File: config.mk
export PLATFORM = sky130hd
export DESIGN_NAME = mic_fifo_ctrl
export DESIGN_NICKNAME = d
export VERILOG_FILES = /design/src/rtl/mic_fifo_ctrl.sv
export SDC_FILE = /design/constraint.sdc
export NUM_CORES = 1
export LEC_CHECK = 0
export BUFFER_PORTS_ARGS = -buffer_cell sky130_fd_sc_hd__clkbuf_2
export CAP_MARGIN = 20
export CORE_MARGIN = 2
export CORE_UTILIZATION = 53
export DETAILED_ROUTE_END_ITERATION = 10
export MAX_ROUTING_LAYER = met4
export PLACE_DENSITY = 0.85
export SYNTH_ARGS = -nofsm -noshare
export SYNTH_HDL_FRONTEND = slang
export SYNTH_SLANG_ARGS = --single-unit
export TNS_END_PERCENT = 20
File: constraint.sdc
create_clock -name clk -period 6.4 [get_ports clk]
set_input_delay 0.96 -clock clk [delete_from_list [all_inputs] [get_ports clk]]
set_output_delay 0.96 -clock clk [all_outputs]
set_load 0.01 [all_outputs]
File: src/rtl/mic_fifo_ctrl.sv
// Mic PCM FIFO sequencer: turns mic strobes into FIFO writes, prefills, then
// paces reads from play_tick, with occupancy tracking and saturating error counters.
module mic_fifo_ctrl #(
  parameter int DAT_WIDTH = 18,
  parameter int ADR_WIDTH = 4,
  parameter int PREFILL   = 8,
  parameter int CNT_WIDTH = 8
) (
  input  logic                 clk,
  input  logic                 reset_n,
  input  logic                 enable,
  input  logic                 mic_valid,
  input  logic [DAT_WIDTH-1:0] mic_data,
  input  logic                 play_tick,
  output logic [DAT_WIDTH-1:0] play_data,
  output logic                 play_valid,
  output logic                 fifo_wr,
  output logic [DAT_WIDTH-1:0] fifo_din,
  output logic                 fifo_rd,
  input  logic [DAT_WIDTH-1:0] fifo_dout,
  input  logic                 fifo_full,
  input  logic                 fifo_empty,
  output logic [ADR_WIDTH:0]   level,
  output logic [1:0]           state,
  output logic [CNT_WIDTH-1:0] ovf_cnt,
  output logic [CNT_WIDTH-1:0] unf_cnt,
  input  logic                 clr_err
);

  localparam int LVL_W = ADR_WIDTH + 1;
  localparam logic [LVL_W-1:0] DEPTH       = LVL_W'(2**ADR_WIDTH);
  localparam logic [LVL_W-1:0] PREFILL_LVL = LVL_W'(PREFILL);

  typedef enum logic [1:0] {
    ST_IDLE  = 2'd0,
    ST_FILL  = 2'd1,
    ST_PLAY  = 2'd2,
    ST_DRAIN = 2'd3
  } state_t;

  state_t               state_reg, state_next;
  logic [LVL_W-1:0]     level_reg, level_next;
  logic                 fifo_wr_reg, fifo_rd_reg;
  logic                 play_pend_reg, play_valid_reg;
  logic [DAT_WIDTH-1:0] fifo_din_reg, play_data_reg;

  logic capture, lvl_empty, lvl_full;
  logic wr_dec, rd_dec, play_dec, ovf_inc, unf_inc;

  assign capture   = (state_reg == ST_FILL) || (state_reg == ST_PLAY);
  assign lvl_empty = (level_reg == '0);
  assign lvl_full  = (level_reg == DEPTH);

  // Reads never issue at level 0; a same-cycle write into an empty FIFO is write-only.
  assign play_dec = (state_reg == ST_PLAY) && play_tick && !lvl_empty;
  assign unf_inc  = (state_reg == ST_PLAY) && play_tick && lvl_empty;
  assign rd_dec   = play_dec || ((state_reg == ST_DRAIN) && !lvl_empty);
  assign wr_dec   = capture && mic_valid && (!lvl_full || rd_dec);
  assign ovf_inc  = capture && mic_valid && !wr_dec;

  always_comb begin
    level_next = level_reg;
    if (wr_dec && !rd_dec)
      level_next = level_reg + 1'b1;
    else if (rd_dec && !wr_dec)
      level_next = level_reg - 1'b1;
  end

  always_comb begin
    state_next = state_reg;
    case (state_reg)
      ST_IDLE:  if (enable) state_next = ST_FILL;
      ST_FILL: begin
        if (!enable)                         state_next = ST_DRAIN;
        else if (level_next >= PREFILL_LVL)  state_next = ST_PLAY;
      end
      ST_PLAY: begin
        if (!enable)      state_next = ST_DRAIN;
        else if (unf_inc) state_next = ST_FILL;
      end
      ST_DRAIN: if (lvl_empty) state_next = ST_IDLE;
      default:  state_next = ST_IDLE;
    endcase
  end

  always_ff @(posedge clk or negedge reset_n) begin
    if (!reset_n) begin
      state_reg      <= ST_IDLE;
      level_reg      <= '0;
      fifo_wr_reg    <= 1'b0;
      fifo_rd_reg    <= 1'b0;
      play_pend_reg  <= 1'b0;
      play_valid_reg <= 1'b0;
      fifo_din_reg   <= '0;
      play_data_reg  <= '0;
    end else begin
      state_reg      <= state_next;
      level_reg      <= level_next;
      fifo_wr_reg    <= wr_dec;
      fifo_rd_reg    <= rd_dec;
      play_pend_reg  <= play_dec;
      play_valid_reg <= play_pend_reg;
      if (wr_dec)
        fifo_din_reg <= mic_data;
      // Head data is captured in the cycle the read pulse is on the FIFO.
      if (play_pend_reg)
        play_data_reg <= fifo_dout;
    end
  end

  logic [1:0]                err_inc;
  logic [1:0][CNT_WIDTH-1:0] err_cnt;
  assign err_inc = {unf_inc, ovf_inc};

  generate
    for (genvar gi = 0; gi < 2; gi++) begin : g_err_cnt
      logic [CNT_WIDTH-1:0] cnt_reg;
      always_ff @(posedge clk or negedge reset_n) begin
        if (!reset_n)
          cnt_reg <= '0;
        else if (clr_err)
          cnt_reg <= '0;
        else if (err_inc[gi] && (cnt_reg != {CNT_WIDTH{1'b1}}))
          cnt_reg <= cnt_reg + 1'b1;
      end
      assign err_cnt[gi] = cnt_reg;
    end
  endgenerate

  assign ovf_cnt    = err_cnt[0];
  assign unf_cnt    = err_cnt[1];
  assign state      = state_reg;
  assign level      = level_reg;
  assign fifo_wr    = fifo_wr_reg;
  assign fifo_rd    = fifo_rd_reg;
  assign fifo_din   = fifo_din_reg;
  assign play_valid = play_valid_reg;
  assign play_data  = play_data_reg;

endmodule

==> results_dict.tcl <==
set metrics [dict create \
    grt_pass1_vias 2180 \
    grt_use_met1_pct 24.5 \
    cp-end-kind "register" \
    cts-resized-gates 0 \
    clk_path_buf_depth 2 \
    drc 0 \
    p_total_mw 1.74 \
    final_nets 395 \
    cts_buffers 9 \
    viasPerCell 5.27 \
    p_seq_share_pct 38.4 \
    path_class "register to register" \
    grt_pass1_wl_mm 9.97 \
    crit_path_max_fanout 8 \
    die_y_um 78.1 \
    ys_seq_elements 63 \
    regArea_um2 1580 \
    finalHoldViolCount 0 \
    cts.clk_slew.worst_paths_ns 0.07 \
    grt_max_degree 64 \
    rsz0062_at_grt "no" \
    synth.largest_area_cell "dfrtp_1" \
    critPathRequiredTime_ns 6.65 \
    fillers 394 \
    setup_viol 0 \
    crit_chain "inv_1 -> ha_1 -> a21oi_2 -> nand4_1 -> a31oi_2 -> nand3_1 -> or3_1 -> a21oi_1" \
    fin_crit_ns 2.65 \
    ant_nets 0 \
    n_antenna_cell 0 \
    die_x_um 78.1 \
    status "finished, final reports clean" \
    drive_above_1_share_pct 47.8 \
    wirelength_mm 6.03 \
    routabilityCongestion 0.853 \
    rows 26 \
    relSlewSlack_pct 49.3 \
    wl_per_cell_um 14.5 \
    power_leakage_nw 1.81 \
    power.clock.fraction_pct 21.1 \
    sw_frac_of_total_pct 35.7 \
    slew_violations 0 \
    cts_sinks 63 \
    power.internal_mw 1.12 \
    drt_pass1_iterations 4 \
    cpPeakStageDelay_ns 0.44 \
    synth_common_cells "dfrtp_1 (63), mux2_2 (36), nor2_1 (21)" \
    ys_top_cells_by_area "dfrtp_1 (54%), mux2_2 (14%), ha_1 (3.9%)" \
    critPathArrivalTime_ns 2.89 \
    syn-num-nets 287 \
    hold_buffers 0 \
    worst_slew_pin_slew_ns 0.761 \
    cts-root-buf "clkbuf_8" \
    vias 2199 \
    grtUsageTotal_pct 21.6 \
    synth_edf_count 0 \
    fmax_mhz 378 \
    grt_busiest_layer "met2" \
    htree_levels 3 \
    start_kind "register" \
    synth_cells 234 \
    post_synth.cell_area_avg_um2 12.4 \
    synth_cell_types 45 \
    drt_iter0_drc 82 \
    ys_seq_area_share_pct 54.2 \
    p_per_area_nw_per_um2 469 \
    met2_usage_pct 36.6 \
    hold_class "register to register" \
    cts_tree "done" \
    postSynth.asyncResetShare_pct 100 \
    synth_top_area_share_pct 54.2 \
    antenna_found_initial 0 \
    synth.most_common_cell "dfrtp_1" \
    post-route-period-util_pct 41.4 \
    ir_drop_mv 0.254 \
    clock_latency_ns 0.33 \
    synth_flop_cell "dfrtp_1" \
    grt-ovfl-total 0 \
    drv_cap 0 \
    portBuffers 103 \
    dieArea_um2 6100 \
    start_util_pct 55.9 \
    cts_setup_buffers 0 \
    multi_input_area_um2 1280 \
    use_met3_pct 4.94 \
    hpwl_mm 4.47 \
    tns_ns 0 \
    io_pins 106 \
    syn2layout_area_growth_pct 27.5 \
    clock_skew_ns 0.00526 \
    yosys_warnings 0 \
    power.switching_mw 0.621 \
    combPwrFrac_pct 40.5 \
    syn_area_um2 2910 \
    slowest_stage "dfrtp_1" \
    coreArea_um2 5200 \
]
==> metrics by stage <==
step / setup WS (ns) / util (%) / cells / area, µm² / hold WS, ns
final: 3.75 / 71.3 / 417 / 3710 / 0.508
after global routing: 3.58 / 71.3 / 417 / 3710 / 0.523
after CTS: 3.77 / 71.0 / 416 / 3690 / 0.511
after detailed placement: 3.54 / 66.9 / 400 / 3480 / 0.495
after global placement: 3.65 / 66.9 / 400 / 3480 / 0.488
after floorplan: 3.96 / - / 234 / 2910 / 0.352
==> final cells by class <==
type | instances | area share (%)
Clock buffer | 10 | 3.44
Inverter | 5 | 0.506
Clock inverter | 6 | 2.26
Timing Repair Buffer | 105 | 14.5
Sequential cell | 63 | 42.5
Tap cell | 70 | 2.36
Multi-Input combinational cell | 158 | 34.4
==> routing by layer <==
metal	part of all wire, %	wire [µm]
met1	42	2530
met5	0	0
met4	1.8	111
met2	52	3150
met3	4.0	243
==> final timing paths <==
check	startpoint	endpoint	slack, ns	cells past startpoint
min in group asynchronous	reset_n	play_data[2]	0.78	2
min	fifo_din[7]	fifo_din[7]	0.51	1
min reg2reg	fifo_din[7]	fifo_din[7]	0.51	1
max reg2reg	state[0]	ovf_cnt[5]	3.75	8
max in group asynchronous	reset_n	unf_cnt[6]	5.13	2
max	state[0]	ovf_cnt[5]	3.75	8
==> placed cells by master, fill, tap and decap left out, types with 6 or more instances in the layout <==
master    instances
clkbuf_2        103
nand2_1          12
clkbuf_8          9
ha_1              9
nand4_1           6
dfrtp_1          63
nor2_1           21
xor2_1           10
xnor2_1           6
a21oi_1           8
mux2_2           36
==> critical path: cells and delay by family, from the launching register on <==
kind / cells / cell delay [ns]
and+or+nand+nor: 3 / 0.79
AOI/OAI and AO/OA: 3 / 0.90
buffers and inverters: 1 / 0.14
adders and majority gates: 1 / 0.29
DFF: 1 / 0.44
==> power groups by stage <==
| stage | logic, mW | registers (mW) | clock network (mW) |
|---|---|---|---|
| after floorplan | 0.418 | 0.706 | 0 |
| after global placement | 0.675 | 0.661 | 0 |
| after detailed placement | 0.701 | 0.676 | 0 |
| after CTS | 0.702 | 0.668 | 0.375 |
| after global routing | 0.771 | 0.690 | 0.394 |
| final | 0.705 | 0.668 | 0.367 |
==> cell families after synthesis <==
family / after synthesis / share of synthesized area, %
adders and majority gates: 9 / 3.87
xor gates and xnor gates: 16 / 4.81
and+or+nand+nor: 64 / 12.1
AOI/OAI and AO/OA: 28 / 7.22
DFF: 63 / 54.2
muxes: 41 / 15.6
buffers and inverters: 13 / 2.15
No activity file was read; power rests on OpenSTA's default activity.
